**config.mk**
```make
export PLATFORM = sky130hd
export DESIGN_NAME = serial_adder
export DESIGN_NICKNAME = d
export VERILOG_FILES = /design/src/rtl/serial_adder_pkg.sv /design/src/rtl/serial_adder_fa_cell.sv /design/src/rtl/serial_adder.sv
export SDC_FILE = /design/constraint.sdc
export NUM_CORES = 1
export LEC_CHECK = 0
export ABC_AREA = 1
export CORE_ASPECT_RATIO = 0.6
export CORE_UTILIZATION = 52
export CTS_BUF_LIST = sky130_fd_sc_hd__clkbuf_16
export DETAILED_ROUTE_END_ITERATION = 16
export PLACE_DENSITY = 0.88
export REMOVE_ABC_BUFFERS = 1
export SLEW_MARGIN = 0
export SYNTH_ARGS = -nofsm -noshare
export SYNTH_HDL_FRONTEND = slang
export SYNTH_SLANG_ARGS = --single-unit
```
**constraint.sdc**
```tcl
create_clock -name clk -period 1.64 [get_ports clk]
set_clock_uncertainty 0.2 [all_clocks]
set_input_delay 0.41 -clock clk [delete_from_list [all_inputs] [get_ports clk]]
set_output_delay 0.41 -clock clk [all_outputs]
set_load 0.03 [all_outputs]
```
**src/rtl/serial_adder_pkg.sv**
```systemverilog
// Shared types and constants for the bit-serial adder.
package serial_adder_pkg;

    typedef enum logic [1:0] {
        IDLE  = 2'd0,
        SHIFT = 2'd1,
        DONE  = 2'd2
    } state_t;

    localparam int DEFAULT_WIDTH = 8;

endpackage

```
**src/rtl/serial_adder_fa_cell.sv**
```systemverilog
// Combinational full-adder cell used by the serial adder, one bit per cycle.
module fa_cell (
    input  logic a,
    input  logic b,
    input  logic c,
    output logic sum,
    output logic carry
);

    assign sum = a ^ b ^ c;
    // Sum-of-products majority: two agreeing inputs dominate an unknown third.
    assign carry = (a & b) | (a & c) | (b & c);

endmodule

```
**src/rtl/serial_adder.sv**
```systemverilog
// Bit-serial WIDTH-bit adder: one full-adder cell, a carry flop, LSB-first shift registers.
module serial_adder
    import serial_adder_pkg::*;
#(
    parameter int WIDTH = DEFAULT_WIDTH
) (
    input  logic             clk,
    input  logic             rst_n,
    input  logic             start,
    input  logic [WIDTH-1:0] a,
    input  logic [WIDTH-1:0] b,
    input  logic             cin,
    output logic             busy,
    output logic             done,
    output logic [WIDTH-1:0] sum,
    output logic             cout
);

    localparam int CW = $clog2(WIDTH);

    state_t           state, state_d;
    logic [WIDTH-1:0] a_sr, b_sr, s_sr, s_next;
    logic [CW-1:0]    cnt;
    logic             c_q;
    logic             cell_sum, cell_carry;
    logic             accept, last;

    fa_cell u_cell (
        .a     (a_sr[0]),
        .b     (b_sr[0]),
        .c     (c_q),
        .sum   (cell_sum),
        .carry (cell_carry)
    );

    assign accept = start && ((state == IDLE) || (state == DONE));
    assign last   = (state == SHIFT) && (cnt == CW'(WIDTH - 1));
    assign s_next = {cell_sum, s_sr[WIDTH-1:1]};
    assign busy   = (state == SHIFT);
    assign done   = (state == DONE);

    always_ff @(posedge clk or negedge rst_n) begin
        if (!rst_n) state <= IDLE;
        else        state <= state_d;
    end

    always_comb begin
        state_d = state;
        case (state)
            IDLE:    if (accept) state_d = SHIFT;
            SHIFT:   if (last) state_d = DONE;
            DONE:    state_d = accept ? SHIFT : IDLE;
            default: state_d = IDLE;
        endcase
    end

    // Result registers load only on the final shift so partial sums never reach the outputs.
    always_ff @(posedge clk or negedge rst_n) begin
        if (!rst_n) begin
            a_sr <= '0;
            b_sr <= '0;
            s_sr <= '0;
            c_q  <= 1'b0;
            cnt  <= '0;
            sum  <= '0;
            cout <= 1'b0;
        end else if (accept) begin
            a_sr <= a;
            b_sr <= b;
            s_sr <= '0;
            c_q  <= cin;
            cnt  <= '0;
        end else if (state == SHIFT) begin
            a_sr <= a_sr >> 1;
            b_sr <= b_sr >> 1;
            s_sr <= s_next;
            c_q  <= cell_carry;
            cnt  <= cnt + 1'b1;
            if (last) begin
                sum  <= s_next;
                cout <= cell_carry;
            end
        end
    end

endmodule

```
* Word-level counts from Yosys, hierarchy flattened
Index checks and enable logic that the tools add are counted.
Cells by class: add/subtract/negate cells 1, equality and inequality tests 5, multiplexer cells 14, bitwise logic cells 8, reduce and logical (&&, ||, !) cells 7
Operators by type and width (number):
- 2-to-1 mux 8 bit | 6
- 2-to-1 mux 3 bit | 2
- one-hot mux 2 bit (3 select lines) | 1
- 2-to-1 mux 2 bit | 2
- adder 3 x 1 -> 3 bit (second input constant) | 1
- bitwise AND 1 bit | 3
- equality test 3 bit (second input constant) | 1
- 2-to-1 mux 1 bit | 3
- AND reduction 3 bit | 1
- equality test 2 x 1 -> 1 bit (second input constant) | 1
- equality test 2 bit (second input constant) | 1
- logical AND 1 bit | 2
- zero test 2 bit | 1
- inequality test 2 x 1 -> 1 bit (second input constant) | 1
- inequality test 2 bit (second input constant) | 1
- bitwise OR 1 bit | 2
- AND reduction 2 bit | 1
- nonzero test 2 bit | 1
- bitwise XOR 1 bit | 2
- logical OR 1 bit | 1
- inverter 1 bit | 1
Word-level totals: register bits 39, input bits 20, output and inout port bits 11, word-level logic and storage cells 43

* Longest topological paths before layout
Gate-level depths: netlist of the first run.
depth in word-level cells 5, mapped depth 7, mapped depth without buffers 6

* By module
A second synthesis of the first run with hierarchy kept.
Unflattened totals: cell total of the unflattened synthesis 203, area, all modules 1773.0 µm²
By module, submodules not included:
- serial_adder | instances 1, cells an instance 202, area an instance 1752.9 µm², seq. area each 950.9 µm²
- fa_cell | instances 1, cells an instance 1, area an instance 20.0 µm², seq. area each 0.0 µm²

* Least setup slack after synthesis of the first run
OpenSTA, ideal clock, no wires.
path type reg-to-output, start point reg state[0], end point out done, arrival time 0.916 ns, required time 1.030 ns, slack 0.114 ns, cell stages (with the launch flop) 3, path buffers 1, path through dfrtp_1 > buf_6 > nor2_1
Between the ends: longest elaborated chain between the ends 1
RTL lines:
- start: declaration | line serial_adder.sv:21 | state_t state, state_d;
- start signal: assignment | line serial_adder.sv:44 | else state <= state_d;
- equality test 2 bit | line serial_adder.sv:40 | assign done = (state == DONE);
- end: declaration | line serial_adder.sv:14 | output logic done,
Every way passes these cells.

* Worst setup path after layout of the first run
start point reg state[1], end point out done
The elaborated chain is that of the path after synthesis.

==> results of run 1 <==
[power by group through the flow]
stage	clock network, mW	logic (mW)	registers (mW)
after detailed placement	0	1.99	1.67
final	0.910	1.97	1.67
after floorplan	0	1.04	1.86
after CTS	0.928	1.99	1.67
after global placement	0	1.92	1.66
after global routing	0.956	2.23	1.72
[state kept, by name (all words and copies together) (netlist names)]
register  cells
a_sr          8
cout          1
c_q           1
b_sr          8
s_sr          7
state         2
sum           8
cnt           3
[placed cells by master (no fill, tap or decap)]
master            n
dlygate4sd3_1     1
buf_4            12
fa_1              1
buf_12            5
inv_1             9
buf_6             1
dfrtp_1          38
nand3_1          32
clkbuf_2          1
clkdlybuf4s50_1  18
clkinv_1          1
o21ai_0           1
inv_2             2
nor2_4            3
nand2_1          91
o21ai_1           1
clkinv_2          1
nand3_2          10
nor2_1            1
nand2_4           3
ha_1              2
buf_2             1
clkbuf_16         5
[worst max-delay path: cells and delay by family, from the launching register on]
family | cells | cell delay (ns)
flops | 1 | 0.41
buf+inv | 2 | 0.21
simple gates | 1 | 0.08
[area by class of cell]
type | count | area [µm²]
Timing Repair Buffer | 39 | 402
Multi-Input combinational cell | 145 | 728
Fill cell | 260 | 991
Sequential cell | 38 | 951
Clock buffer | 5 | 125
Clock inverter | 3 | 12.5
Inverter | 10 | 37.5
Tap cell | 45 | 56.3
[routing by layer]
layer | vias to the layer above | track usage | part of all wire
met1 | 680 | 0.296 | 0.48
met3 | 4 | 0.0667 | 0.059
met2 | 47 | 0.321 | 0.45
li1 | 712 | - | -
met4 | 0 | 0.100 | 0.0081
met5 | - | 0 | 0
[kinds of logic (layout without fill, tap and decap cells)]
kind of cell / count (synthesis) / in the layout
AO/OA/AOI/OAI: 2 / 2
AND/OR/NAND/NOR: 140 / 140
adder cells (fa/ha/maj): 3 / 3
buffers and inverters: 20 / 57
flip-flops: 38 / 38
[timing repair]
action,4_1_cts,5_1_grt
gates resized for setup,1,3
hold buffers,1,0
endpoints found under the setup margin,2,2
buffers inserted,1,0
hold endpoints to repair,38,0
[worst min path at each step]
stage / from / to / slack [ns] / cells past startpoint
final: cout / cout / 0.28 / 2
after floorplan: rst_n / a_sr[0] / -0.09 / 0
after CTS: sum[5] / sum[5] / 0.28 / 2
after detailed placement: rst_n / a_sr[6] / 0.19 / 2
after global routing: cout / cout / 0.30 / 2
after global placement: rst_n / a_sr[6] / 0.19 / 2
==> run metrics, run 1 <==
status finished, final reports clean; GRT Util Overall 0.215; post-synthesis compound-gate area fraction 0.00550; first-pass GRT wire length 5.85 mm; placed cells 275; share of cells above drive strength 1 0.183; final routed DRC violation total 0; Die Y 47.8 µm; Internal Dissipation 2.73 mW; Detailed Route Iter0 Violations 106; Critical Path Max Stage Delay 0.41 ns; Die W 78.4 µm; most common cell in the synthesized netlist nand2_1; critical path's slowest cell dfrtp_1; drt total wl 3.57 mm; Final Non-Filler Cells 285; CTS tree built; worst r2r path cells 6; Post-DP Area 2160 µm²; WHS 0.277 ns; total CTS buffers 5; Root Driver clkbuf_16; final setup vio count 0; crit-path cells inv_2 -> nor2_1 -> buf_4; worst-margin pin slew 0.250 ns; Synth Area in Adders 0.0248; vias in the first global route 1,284; vias per cell 5.06; RSZ-0062 raised after global routing false; Area Overhead vs Synth 27.1%; LEAKAGE 1.19 nW; 1st-pass router iterations 4; cell area after synthesis 1820 µm²; worst vdd ir 0.988 mV; Crit. Startpoint state[1]; GPL Wtd Cong 0.771; final worst slack 0.0532 ns; Distinct cells, synth 17; PortBufs 30; # diodes 0; Final min period 1.59 ns; Initial Utilization 0.551; largest net degree at the start of global routing 39; Final Cycle Share 0.968; max_cap viols 0; layout net count 262; EDFF count, synth 0; fmax 0.630 GHz; xor/xnor share of the synthesized area 0; Critical Path RT 1.03 ns; largest family of logic cells by synthesized area simple AND/OR/NAND/NOR gates; IO Pins 31; sequential area share after synthesis 0.523; total power 4.55 mW; Worst-Skew Late Latency 0.28 ns; DIE AREA 3750 µm²; design area 2310 µm²; maximum fanout along the worst path 2; routed vias 1,443; Comb pwr share 0.434; pre-CTS setup slack -0.137 ns; worst hold path type register to register; Synth Area in Simple Gates 0.370; core area 3300 µm²; Critical Path AT 0.98 ns; Routed WL per cell 12.5 µm; Critical Path Sink done; Bufs on Longest Clock Path 2; #FFs+latches synth 38; max_slew headroom 0.833; clock network fraction of design power 0.200; asr flop ratio synth 1.00; Setup crit start kind register; Crit Path Class register to output pin; R2R Setup Slk 0.13 ns; Final Hold Fails 0; sequential power share 0.366; Reg2Reg Capture Point sum[7]; Synth Flop Type dfrtp_1; initial antenna violation count 0; utilization after layout 0.700; cell taking the most area after synthesis dfrtp_1; DRT antenna net count 0; FF-to-FF Start cnt[0]; mux contribution to synthesized area 0; row count 16; clock slew at reported path FFs 0.05 ns; net switching power 1.82 mW; Area contributors post-synth dfrtp_1 (52%), nand2_1 (19%), nand3_1 (8.8%); CP Capture Type output pin; Pwr Density 1970 nW/µm²; detailed placer's ending HPWL 2.41 mm; commonest cells in the netlist nand2_1 (91), dfrtp_1 (38), nand3_1 (32), nand3_2 (10), inv_1 (8); Ys Warns 0; clock sinks 38; total grt overflow 0; post-synth top area share 0.523; Fin Setup TNS 0 ns; H-Tree Depth 2; Mean Syn Cell Area 8.96 µm²; Sw Share 0.401; max-slew violations 0; Mapped Cells 203
No activity file was read; power rests on OpenSTA's default activity.
==> run 2, diff against run 1 <==
- GPL_ROUTABILITY_DRIVEN: unset -> 0
- GPL_TIMING_DRIVEN: unset -> 0
==> run 2 against run 1 <==
Net effect: routed wire length down 3.3%; sequential cell count unchanged; register-to-register slack better by 0.04 ns; core utilization down 0.076 points; final cell count down 0.35%; critical path type unchanged; critical endpoint is now busy; highest routed layer unchanged.
==> run metrics, run 2 (synthesis gave the netlist of run 1 again) <==
detailed placer's ending HPWL 2.06 mm; core area 3300 µm²; CTS tree built; total power 4.52 mW; vias per cell 5.01; Routed WL per cell 12.2 µm; worst-margin pin slew 0.811 ns; utilization after layout 0.699; total CTS buffers 5; R2R Setup Slk 0.17 ns; most frequent cells in the layout nand2_1 (91), dfrtp_1 (36), nand3_1 (32); IO Pins 31; maximum fanout along the worst path 4; Bufs on Longest Clock Path 2; CP Capture Type output pin; largest net degree at the start of global routing 39; worst r2r path cells 6; routed vias 1,423; DRT antenna net count 0; WHS 0.0220 ns; final routed DRC violation total 0; commonest non-fill, non-tap cell in the layout nand2_1; total grt overflow 0; vias in the first global route 1,242; Final Hold Fails 0; drt total wl 3.46 mm; Reg2Reg Capture Point sum[5]; Final Cycle Share 0.982; hold_buf cts 0; GRT Util Overall 0.212; Fin Setup TNS 0 ns; clock slew at reported path FFs 0.05 ns; FF-to-FF Start cnt[0]; DIE AREA 3750 µm²; max-slew violations 0; row count 16; PortBufs 30; fmax 0.621 GHz; Root Driver clkbuf_16; Final min period 1.61 ns; Initial Utilization 0.551; Detailed Route Iter0 Violations 103; first-pass GRT wire length 5.73 mm; final setup vio count 0; Area Overhead vs Synth 27.0%; initial antenna violation count 0; worst hold path type primary input to asynchronous set/reset pin; Setup crit start kind register; clock sinks 38; H-Tree Depth 2; Pwr Density 1960 nW/µm²; 1st-pass router iterations 4; Die Y 47.8 µm; Die W 78.4 µm; max_slew headroom 0.460; placed cells 268; Final Non-Filler Cells 284; # diodes 0; LEAKAGE 1.16 nW; layout net count 261; Critical Path RT 1.03 ns; biggest regs a_sr x8, b_sr x8, sum x8; Critical Path AT 1.00 ns; max_cap viols 0; status finished, final reports clean; Worst-Skew Late Latency 0.28 ns; worst vdd ir 0.891 mV; share of cells above drive strength 1 0.180; Crit Path Class register to output pin
[run 2: area by class of cell]
| cell class | count | area [µm²] |
|---|---|---|
| sequential | 38 | 953 |
| timing repair buffer | 36 | 359 |
| fill | 285 | 993 |
| clock buffer | 5 | 125 |
| clock inverter | 3 | 16.3 |
| tap | 45 | 56.3 |
| inverter | 10 | 42.5 |
| multi-input combinational | 147 | 757 |
[run 2: where the power goes]
part	internal (mW)	switching, mW
logic	0.731	1.21
registers	1.38	0.279
clock network	0.554	0.355
[run 2: worst max-delay path, stage by stage (launching register included)]
cell	delay, ns
dfrtp_2	0.44
inv_4	0.11
nor2_4	0.04
buf_6	0.13
[run 2: how the worst max path moves through the flow]
stage / startpoint / endpoint / slack [ns] / depth (start not counted)
after floorplan: state[0] / busy / -0.03 / 2
after global placement: rst_n / s_sr[7] / -0.90 / 1
after detailed placement: state[0] / busy / -0.86 / 3
after CTS: state[0] / busy / -0.14 / 3
after global routing: state[0] / busy / -0.004 / 3
final: state[0] / busy / 0.03 / 3
[run 2: what timing repair did]
item                       in CTS  in global routing
gates cloned                    1                  1
gates resized for setup        25                 19
pin swaps                       1                  3
buffers inserted                5                  1
setup endpoints to repair      20                 23
[run 2: routing by layer]
layer  global-route usage  part of all wire  vias to the layer above  wire length [µm]
met5                    0                 0                        -                 0
met4               0.0667            0.0084                        0                29
met3               0.0629             0.058                        4               200
met2                0.323              0.44                       45              1520
met1                0.299              0.49                      656              1700
li1                     -                 -                      718                 -
[run 2: metrics by stage]
step                area [µm²]  worst slack (ns)
finish                    2310            0.0297
detailed placement        2070            -0.859
global route              2310          -0.00395
CTS                       2260            -0.142
global placement          2070            -0.903
floorplan                 1720           -0.0268
==> run 3, diff against run 2 <==
- CORE_MARGIN: unset -> 2
- MAX_ROUTING_LAYER: unset -> met4
==> run 3 against run 2 <==
Net effect: register-to-register slack worse by 0.06 ns; combinational power about the same; power down 0.55%; core utilization down 1.2 points; sequential cell count unchanged; clock power down 1%; first-iteration DRC count up 21%; highest routed layer unchanged.
==> run metrics, run 3 (synthesis gave the netlist of run 1 again) <==
LEAKAGE 1.16 nW; commonest non-fill, non-tap cell in the layout nand2_1; utilization after layout 0.687; drt total wl 3.66 mm; number of fill cells in the layout 294; Buf/Inv on CP 1; row count 16; Final Hold Fails 0; Root Driver clkbuf_16; clock sinks 38; DRT antenna net count 0; total grt overflow 0; fmax 0.623 GHz; R2R Setup Slk 0.11 ns; final routed DRC violation total 0; hold_buf cts 0; final setup vio count 0; layout net count 263; DIE AREA 4000 µm²; max-slew violations 0; Crit Path Class register to output pin; biggest regs a_sr x8, b_sr x8, sum x8; core area 3300 µm²; 1st-pass router iterations 4; PortBufs 30; Die Y 49.8 µm; Fin Setup TNS 0 ns; Area Overhead vs Synth 24.8%; worst hold path type primary input to asynchronous set/reset pin; Initial Utilization 0.551; multi-input logic area 746 µm²; sequential power share 0.373; share of cells above drive strength 1 0.192; vias per cell 5.07; first-pass GRT wire length 6.53 mm; IO Pins 31; status finished, final reports clean; Internal Dissipation 2.64 mW; total power 4.49 mW; max_cap viols 0; clock network fraction of design power 0.200; Comb pwr share 0.427; H-Tree Depth 2; Worst-Skew Late Latency 0.28 ns; maximum fanout along the worst path 2; Critical Path Max Stage Delay 0.38 ns; Final Cycle Share 0.978; net switching power 1.85 mW; most frequent cells in the layout nand2_1 (91), dfrtp_1 (36), nand3_1 (32); Sw Share 0.412; worst-margin pin slew 0.817 ns; vias in the first global route 1,423; Critical Path AT 0.99 ns; # diodes 0; placed cells 268; Detailed Route Iter0 Violations 125; WHS 0.0259 ns; clock slew at reported path FFs 0.05 ns; CP Capture Type output pin; Seq. cell area 953 µm²; Die W 80.4 µm; CTS tree built; largest net degree at the start of global routing 39; Setup crit start kind register; Bufs on Longest Clock Path 2; RSZ-0062 raised after global routing false; Final Non-Filler Cells 285; worst vdd ir 1.16 mV; GRT Util Overall 0.223; Final min period 1.60 ns; max_slew headroom 0.455; critical path's slowest cell dfrtp_1; Pwr Density 1980 nW/µm²; detailed placer's ending HPWL 2.17 mm; crit-path cells clkdlybuf4s15_1; initial antenna violation count 0; routed vias 1,445; Top delay family on crit path flip-flops; Critical Path RT 1.03 ns; total CTS buffers 5; Routed WL per cell 12.9 µm
## run 3: changes by cell type in the layout (fill, tap and decap cells not counted), sizes merged
cell and delta:
buf +2, clkinvlp -1, clkbuf +4, clkdlybuf4s15 -4
## run 3: per-stage QoR
stage	area [µm²]	setup slack (ns)
6_report	2270	0.0355
5_1_grt	2270	0.000704
4_1_cts	2260	0.00514
3_5_place_dp	2070	-0.898
3_3_place_gp	2070	-0.933
2_1_floorplan	1720	-0.0268
## run 3: worst paths after layout
| path | to | depth (start not counted) | from |
|---|---|---|---|
| hold reg to reg | sum[2] | 2 | sum[2] |
| hold / removal | a_sr[6] | 1 | rst_n |
| min in group clk | sum[2] | 2 | sum[2] |
| max in group asynchronous | state[1] | 1 | rst_n |
| setup reg to reg | sum[7] | 6 | cnt[0] |
| setup / recovery | sum[0] | 1 | sum[0] |
## run 3: layout make-up
type | instances | share of cell area
Sequential cell | 38 | 0.420
Multi-Input combinational cell | 147 | 0.329
Timing Repair Buffer | 38 | 0.148
Clock buffer | 5 | 0.0551
Tap cell | 45 | 0.0248
Inverter | 10 | 0.0187
Clock inverter | 2 | 0.00441
## run 3: power groups by stage
stage | combinational [mW] | clock [mW] | sequential, mW
2_1_floorplan | 1.04 | 0 | 1.86
3_3_place_gp | 1.75 | 0 | 1.68
3_5_place_dp | 1.80 | 0 | 1.70
4_1_cts | 1.89 | 0.916 | 1.67
5_1_grt | 2.16 | 0.959 | 1.74
6_report | 1.92 | 0.898 | 1.67
## run 3: repair_timing
action / CTS / global route
resized for setup: 28 / 15
pin swaps: 2 / 0
setup buffers: 6 / 2
setup endpoints to repair: 32 / 20
cloned: 1 / 1
## run 3: per-layer routing
metal | vias up | part of all wire | GRT usage | wire [µm]
met5 | - | 0 | - | 0
met4 | 0 | 0.017 | 0.0876 | 64
met3 | 7 | 0.051 | 0.0586 | 187
met2 | 31 | 0.43 | 0.315 | 1570
met1 | 686 | 0.50 | 0.309 | 1840
li1 | 721 | - | - | -
